`src/rtl/mips_pkg.sv`:
```
// Shared MIPS pipeline definitions: fetch FSM states, reset PC, PC step and word widths.
package mips_pkg;

    localparam int unsigned INSTR_W = 32;
    localparam logic [INSTR_W-1:0] RESET_PC = 32'h0;
    localparam logic [INSTR_W-1:0] PC_STEP  = 32'd4;

    typedef enum logic [1:0] {
        IDLE  = 2'd0,
        REQ   = 2'd1,
        SKID  = 2'd2,
        DRAIN = 2'd3
    } fetch_state_e;

    // Instruction parked while decode is blocked
    typedef struct packed {
        logic [INSTR_W-1:0] instr;
        logic [INSTR_W-1:0] pc;
    } skid_entry_t;

endpackage

```
`src/rtl/ifid_reg.sv`:
```
// Pipeline register with valid bit; flush beats load, load beats consume.
import mips_pkg::*;

module ifid_reg (
    input  logic               i_clk,
    input  logic               i_nrst,
    input  logic               load,
    input  logic               flush,
    input  logic               consume,
    input  logic [INSTR_W-1:0] d_instr,
    input  logic [INSTR_W-1:0] d_pc,
    input  logic [INSTR_W-1:0] d_pc4,
    output logic               valid,
    output logic [INSTR_W-1:0] instr,
    output logic [INSTR_W-1:0] pc,
    output logic [INSTR_W-1:0] pc4
);

    always_ff @(posedge i_clk or negedge i_nrst) begin
        if (!i_nrst) begin
            valid <= 1'b0;
            instr <= '0;
            pc    <= '0;
            pc4   <= '0;
        end else if (flush) begin
            valid <= 1'b0;
        end else if (load) begin
            valid <= 1'b1;
            instr <= d_instr;
            pc    <= d_pc;
            pc4   <= d_pc4;
        end else if (consume) begin
            valid <= 1'b0;
        end
    end

endmodule

```
`src/rtl/instr_fetch.sv`:
```
// MIPS instruction-fetch stage: PC control, imem req/ack, IF/ID register, skid buffer, redirect drain.
// Optional misaligned-redirect exception enabled by defining FETCH_MISALIGN_CHK_EN.
import mips_pkg::*;

module instr_fetch (
    input  logic        i_clk,
    input  logic        i_nrst,
    input  logic [31:0] i_pc,
    output logic [31:0] o_pc_next,
    output logic        o_pc_hold,
    output logic        o_imem_req,
    output logic [31:0] o_imem_addr,
    input  logic        i_imem_ack,
    input  logic [31:0] i_imem_rdata,
    input  logic        i_id_stall,
    input  logic        i_redirect,
    input  logic [31:0] i_redirect_pc,
    output logic        o_ifid_valid,
    output logic [31:0] o_ifid_instr,
    output logic [31:0] o_ifid_pc,
    output logic [31:0] o_ifid_pc4,
    output logic        o_exc_misalign
);

    fetch_state_e state, state_nxt;
    skid_entry_t  skid_q;
    logic [INSTR_W-1:0] r_drain_addr;

    logic accept;
    logic redirect_fire;
    logic skid_load;
    logic drain_load;
    logic ifid_load;
    logic ifid_flush;
    logic ifid_consume;
    logic use_skid;
    logic [INSTR_W-1:0] ld_instr, ld_pc, ld_pc4;

    assign accept        = !o_ifid_valid || !i_id_stall;
    assign ifid_consume  = o_ifid_valid && !i_id_stall;
    // IDLE only exists for the cycle after reset, before any fetch is in flight
    assign redirect_fire = i_redirect && (state != IDLE);

    always_ff @(posedge i_clk or negedge i_nrst) begin
        if (!i_nrst) state <= IDLE;
        else         state <= state_nxt;
    end

    always_comb begin
        state_nxt   = state;
        o_pc_next   = i_pc;
        o_pc_hold   = 1'b1;
        o_imem_req  = 1'b0;
        o_imem_addr = '0;
        ifid_load   = 1'b0;
        ifid_flush  = 1'b0;
        use_skid    = 1'b0;
        skid_load   = 1'b0;
        drain_load  = 1'b0;

        if (redirect_fire) begin
            o_pc_next  = i_redirect_pc;
            o_pc_hold  = 1'b0;
            ifid_flush = 1'b1;
        end

        case (state)
            IDLE: begin
                o_pc_next = RESET_PC;
                state_nxt = REQ;
            end
            REQ: begin
                o_imem_req  = 1'b1;
                o_imem_addr = i_pc;
                if (redirect_fire) begin
                    if (!i_imem_ack) begin
                        drain_load = 1'b1;
                        state_nxt  = DRAIN;
                    end else begin
                        state_nxt  = REQ;
                    end
                end else if (i_imem_ack) begin
                    o_pc_next = i_pc + PC_STEP;
                    o_pc_hold = 1'b0;
                    if (accept) begin
                        ifid_load = 1'b1;
                    end else begin
                        skid_load = 1'b1;
                        state_nxt = SKID;
                    end
                end
            end
            SKID: begin
                if (redirect_fire) begin
                    state_nxt = REQ;
                end else if (accept) begin
                    ifid_load = 1'b1;
                    use_skid  = 1'b1;
                    state_nxt = REQ;
                end
            end
            DRAIN: begin
                // Old address is kept so the outstanding request stays stable until its ack
                o_imem_req  = 1'b1;
                o_imem_addr = r_drain_addr;
                if (i_imem_ack) state_nxt = REQ;
            end
            default: state_nxt = IDLE;
        endcase
    end

    assign ld_instr = use_skid ? skid_q.instr : i_imem_rdata;
    assign ld_pc    = use_skid ? skid_q.pc    : i_pc;
    assign ld_pc4   = ld_pc + PC_STEP;

    always_ff @(posedge i_clk or negedge i_nrst) begin
        if (!i_nrst) begin
            skid_q       <= '0;
            r_drain_addr <= '0;
        end else begin
            if (skid_load)  skid_q       <= '{instr: i_imem_rdata, pc: i_pc};
            if (drain_load) r_drain_addr <= i_pc;
        end
    end

    ifid_reg u_ifid (
        .i_clk   (i_clk),
        .i_nrst  (i_nrst),
        .load    (ifid_load),
        .flush   (ifid_flush),
        .consume (ifid_consume),
        .d_instr (ld_instr),
        .d_pc    (ld_pc),
        .d_pc4   (ld_pc4),
        .valid   (o_ifid_valid),
        .instr   (o_ifid_instr),
        .pc      (o_ifid_pc),
        .pc4     (o_ifid_pc4)
    );

`ifdef FETCH_MISALIGN_CHK_EN
    always_ff @(posedge i_clk or negedge i_nrst) begin
        if (!i_nrst) o_exc_misalign <= 1'b0;
        else         o_exc_misalign <= redirect_fire && (i_redirect_pc[1:0] != 2'b00);
    end
`else
    assign o_exc_misalign = 1'b0;
`endif

endmodule

```
`config.mk`:
```
export PLATFORM = sky130hd
export DESIGN_NAME = instr_fetch
export DESIGN_NICKNAME = d
export VERILOG_FILES = /design/src/rtl/mips_pkg.sv /design/src/rtl/ifid_reg.sv /design/src/rtl/instr_fetch.sv
export SDC_FILE = /design/constraint.sdc
export NUM_CORES = 1
export LEC_CHECK = 0
export CAP_MARGIN = 20
export CORE_MARGIN = 8
export CORE_UTILIZATION = 55
export CTS_CLUSTER_SIZE = 20
export DETAILED_ROUTE_END_ITERATION = 10
export DONT_BUFFER_PORTS = 1
export PLACE_DENSITY = 0.7
export REMOVE_ABC_BUFFERS = 1
export SLEW_MARGIN = 20
export SYNTH_ARGS = -nofsm -noshare
export SYNTH_HDL_FRONTEND = slang
export SYNTH_SLANG_ARGS = --single-unit
export TNS_END_PERCENT = 20
```
`constraint.sdc`:
```
create_clock -name i_clk -period 4.1 [get_ports i_clk]
set_clock_uncertainty 0.15 [all_clocks]
set_input_delay 0.82 -clock i_clk [delete_from_list [all_inputs] [get_ports i_clk]]
set_output_delay 0.82 -clock i_clk [all_outputs]
set_load 0.05 [all_outputs]
```
### Word-level counts from Yosys, hierarchy flattened

Cells that the tools add are included.

| storage, ports and cells | value |
|---|---|
| bits in registers | 195 |
| output and inout bits | 164 |
| input port bits | 101 |

| operators by class | value |
|---|---|
| bitwise gates (word level) | 1 |
| add/sub/neg operators | 2 |
| eq/ne operators | 7 |
| multiplexer cells | 37 |
| reductions and logical operators | 11 |

Operators by type and width:

| kind | number |
|---|---|
| 2-to-1 mux 32 bit | 5 |
| case mux 32 bit (2 select lines) | 2 |
| adder 32 x 3 -> 32 bit, second input constant | 2 |
| 2-to-1 mux 1 bit | 21 |
| 2-to-1 mux 2 bit | 7 |
| != test 3 bit, second input constant | 3 |
| case mux 2 bit (4 select lines) | 1 |
| == test 2 bit, second input constant | 2 |
| AND reduction 4 bit | 1 |
| nonzero test 3 bit | 1 |
| == test 2 x 1 -> 1 bit, second input constant | 1 |
| logical AND 1 bit | 2 |
| zero test 1 bit | 2 |
| zero test 2 bit | 1 |
| != test 2 bit, second input constant | 1 |
| case mux 1 bit (2 select lines) | 1 |
| AND reduction 2 bit | 1 |
| nonzero test 2 bit | 1 |
| OR reduction 2 bit | 1 |
| logical OR 1 bit | 1 |
| NOT 1 bit | 1 |

### Longest topological paths before layout

| logic depth | value |
|---|---|
| depth after elaboration | 8 |
| mapped depth | 16 |
| mapped depth without buffers | 13 |

### By module

From an unflattened synthesis, not the netlist that was laid out.

| second synthesis, totals | value |
|---|---|
| cells, all modules | 1,099 |
| area, all modules | 11,192.0 um^2 |

By module, submodules not included:

| module | area each (um^2) | cells an instance | times used |
|---|---|---|---|
| instr_fetch | 7,380.8 | 891 | 1 |
| ifid_reg | 3,811.2 | 208 | 1 |

### Least setup slack after synthesis

Ideal clock, no wire load.

| timing path | value |
|---|---|
| path type | input to output |
| start point | input port i_pc[8] |
| end point | output port o_pc_next[24] |
| buffers on the path | 1 |
| cell stages on the path | 6 |
| required time | 3.130 ns |
| arrival time | 3.662 ns |
| setup slack | -0.532 ns |
| cells stage by stage | buf_2 nand4_2 nor4_4 and2_4 nand2_1 o311ai_0 |

| between the ends | value |
|---|---|
| cells in the longest elaborated chain, start to end | 4 |

RTL lines:

| item | RTL line | source |
|---|---|---|
| start: declaration | instr_fetch.sv:8 | `input logic [31:0] i_pc,` |
| adder 32 x 3 -> 32 bit | instr_fetch.sv:83 | `o_pc_next = i_pc + PC_STEP;` |
| 2-to-1 mux 32 bit | instr_fetch.sv:82 | `end else if (i_imem_ack) begin` |
| 2-to-1 mux 32 bit | instr_fetch.sv:75 | `if (redirect_fire) begin` |
| case mux 32 bit (2 select lines) | instr_fetch.sv:67 | `case (state)` |
| end: declaration | instr_fetch.sv:9 | `output logic [31:0] o_pc_next,` |

No other way between the ends.

### Final worst setup path

| timing path | value |
|---|---|
| start point | register state[1] |
| end point | output port o_pc_next[17] |

| between the ends | value |
|---|---|
| cells in the longest elaborated chain, start to end | 6 |

RTL lines:

| item | RTL line | source |
|---|---|---|
| start: declaration | instr_fetch.sv:25 | `fetch_state_e state, state_nxt;` |
| start signal: assignment | instr_fetch.sv:46 | `else state <= state_nxt;` |
| nonzero test 2 bit | instr_fetch.sv:42 | `assign redirect_fire = i_redirect && (state != IDLE);` |
| logical AND 1 bit | instr_fetch.sv:42 |  |
| 2-to-1 mux 32 bit | instr_fetch.sv:61 | `if (redirect_fire) begin` |
| 2-to-1 mux 32 bit | instr_fetch.sv:82 |  |
| 2-to-1 mux 32 bit | instr_fetch.sv:75 |  |
| case mux 32 bit (2 select lines) (*) | instr_fetch.sv:67 |  |

Mark *: on every way between the ends. The rest lies on a longest branch, timed or not.

==> out/metrics.cfg <==
[outcome]
status = finished with violations
violations = hold timing

[timing]
max_slew.worst_pin.slew_ns = 0.941
hold_ws_ns = -0.0739
drv_slew = 0
final.min_clock_period_ns = 3.85
finalHoldViolCount = 193
slew_headroom_pct = 37.3
finalWorstSetupSlack_ns = 0.254
rsz0062_at_grt = false
setup_viol = 0
fin_crit_sh_pct = 93.8
fmax_ghz = 0.260

[final_layout]
n_antenna_cell = 0
finalNetCount = 1153
drive_gt1_share_pct = 20.0
final_common_cell = dfrtp_1
final_cell_area_um2 = 11500
mostFrequentLayoutCells = dfrtp_1, nand2_1, mux2_2
syn2layout_area_growth_pct = 8.91
n_fill_cell = 1571

[detailed_routing]
via_per_inst = 6.40
dr.pass1.iters = 5
ant_nets = 0
wl_per_cell_um = 23.5
remaining_drc_errors = 0
vias = 8271
first_iter_violations = 862
wirelength_mm = 30.3

[global_route]
gr-total-overflow = 0
grt_pass1_vias = 8052
grt_pass1_wl_mm = 47.8
grt_max_degree = 194
grt_antenna_before_repair = 0
grtUsageTotal_pct = 25.2

[clock_tree]
cts_setup_buffers = 0
cts_root_buf = clkbuf_16
cts_tree = done
path_clk_slew_ns = 0.07
clock_path_buffers = 2
htreeDepth = 4
cts.sinks = 193
clk_latency_ns = 0.43
cts_buffers = 17

[power_and_ir_drop]
internal_power_mw = 4.82
power_switching_share_pct = 53.1
sequentialPowerShare_pct = 47.1
p_leak_nw = 4.96
pwr-share-comb_pct = 36.3
vdd_ir_drop_max_v = 0.000629
p_sw_mw = 5.46
clockPowerShare_pct = 16.6
power_density_nw_per_um2 = 895

[setup_path]
crit_required_ns = 3.13
cp_data_arrival_time_ns = 2.88
start_kind = register
cp_max_fo = 44
worst-setup-path-type = register to output port
cp-end-kind = output port

[floorplanning]
fp.dieArea_um2 = 23900
die_w_um = 154
start_util_pct = 56.2
coreArea_um2 = 18800
io_pins = 265
die_y_um = 154
placement_rows = 50

[placed_design]
post_dp_cell_area_um2 = 10900
hpwl_mm = 21.5
port_buffers = 0
routabilityCongestion = 0.866
dpl_worst_slack_ns = 0.535

[yosys]
synth_edf_count = 0
netlist_area_um2 = 10500
synth.distinct_cells = 73
synth_ff_type = dfrtp_1
synth-seq-cells = 193
yosysSeqAreaShare_pct = 45.8
synth_area_per_cell_um2 = 9.81
yosysWarningCount = 0
async_flop_share_pct = 100
syn_inst = 1075

[run]
maxCapViolations = 0

[hold_path]
holdCritPathClass = primary input to async pin

## metrics by stage
stage                     hold slack (ns)  total power, mW  util [%]  setup TNS (ns)  std cells
final                             -0.0739             10.3      61.2               0       1293
after global routing               -0.100             10.8      61.2               0       1293
after CTS                         -0.0870             10.3      61.1               0       1293
after detailed placement            0.338             8.63      57.9               0       1261
after global placement              0.319             8.53      57.9               0       1261
after floorplan                     0.309             7.60         -         -472.84        978
## synth_stat cells (8+ instances only)
cell	number	area share [%]
dfrtp_1	193	46
nand2_1	152	5.4
o21ai_0	106	5.0
mux2_2	100	11
nor2_1	46	1.6
clkbuf_1	44	1.6
mux2i_1	44	4.2
buf_2	38	1.8
o22ai_1	37	2.2
nand3_1	31	1.5
a22o_1	26	2.2
a21oi_1	24	1.1
xnor2_1	19	1.6
xor2_1	15	1.2
nor3_1	14	0.66
and3_1	13	0.77
nand4_1	12	0.71
a31oi_1	10	0.59
inv_1	10	0.36
buf_1	8	0.28
nor4_1	8	0.47
o211ai_1	8	0.57
o21a_1	8	0.57
o31ai_1	8	0.57
## what timing repair did
item                                    CTS  global route
endpoints found under the setup margin    0             4
endpoints found under the hold margin   193           193
gates resized for setup                   0             4
## worst max-delay path, cell delays in order, from the launching register on
cell and delay, ns:
dfrtp_1 0.41, inv_1 0.12, ha_2 0.37, buf_12 0.29, inv_1 0.17, buf_4 0.22
nor3_1 0.31, xnor2_1 0.13, o31ai_2 0.19, buf_4 0.23
## path summary, 6_finish.rpt
path / from / end / slack, ns / depth (start not counted)
setup / recovery: state[1]$_DFFE_PN0P_ / o_pc_next[17] / 0.25 / 9
hold / removal: i_nrst / u_ifid.instr[22]$_DFFE_PN0P_ / -0.07 / 0
setup reg to reg: state[1]$_DFFE_PN0P_ / u_ifid.pc4[28]$_DFFE_PN0P_ / 0.68 / 14
hold reg to reg: skid_q[46]$_DFFE_PN0P_ / skid_q[46]$_DFFE_PN0P_ / 0.36 / 1
max in group asynchronous: i_nrst / skid_q[27]$_DFFE_PN0P_ / 3.60 / 0
min in group i_clk: skid_q[46]$_DFFE_PN0P_ / skid_q[46]$_DFFE_PN0P_ / 0.36 / 1
## registers in the layout, summed over array words and instances, names as in the netlist
name	flops
u_ifid.pc	30
u_ifid.valid	1
u_ifid.pc4	32
r_drain_addr	32
state	2
skid_q	64
u_ifid.instr	32
## kinds of logic after synthesis
kind of cell	Yosys count	synth area share, %
buf+inv	108	4.58
simple gates	316	14.4
fa+ha+maj	6	0.712
xor+xnor	34	2.82
mux	148	15.3
flops	193	45.8
compound gates	269	16.4
other cells	1	0.0356
## final cells by class
cell class	count	area, um2	area share (%)
Tap cell	234	293	2.55
Multi-Input combinational cell	774	5300	46.2
Clock inverter	14	164	1.43
Inverter	11	41.3	0.359
Timing Repair Buffer	49	418	3.64
Clock buffer	18	439	3.82
Sequential cell	193	4830	42.0
## power by group through the flow
| stage | Sequential, mW | Combinational (mW) | Clock [mW] |
|---|---|---|---|
| after floorplan | 4.65 | 2.95 | 0 |
| after global placement | 4.86 | 3.67 | 0 |
| after detailed placement | 4.90 | 3.73 | 0 |
| after CTS | 4.86 | 3.74 | 1.74 |
| after global routing | 4.96 | 4.03 | 1.81 |
| final | 4.84 | 3.73 | 1.70 |
## metal layers
metal  part of all wire (%)  routed length [um]  global-route usage, %  up-vias
met5                      0                   0                      0        -
met4                    2.1                 639                   7.98        0
met3                     11                3220                   8.83       47
met2                     45               13600                   37.6      380
met1                     42               12900                   33.9     4019
li1                       -                   -                      -     3825
(Power assumes the default switching activity.)
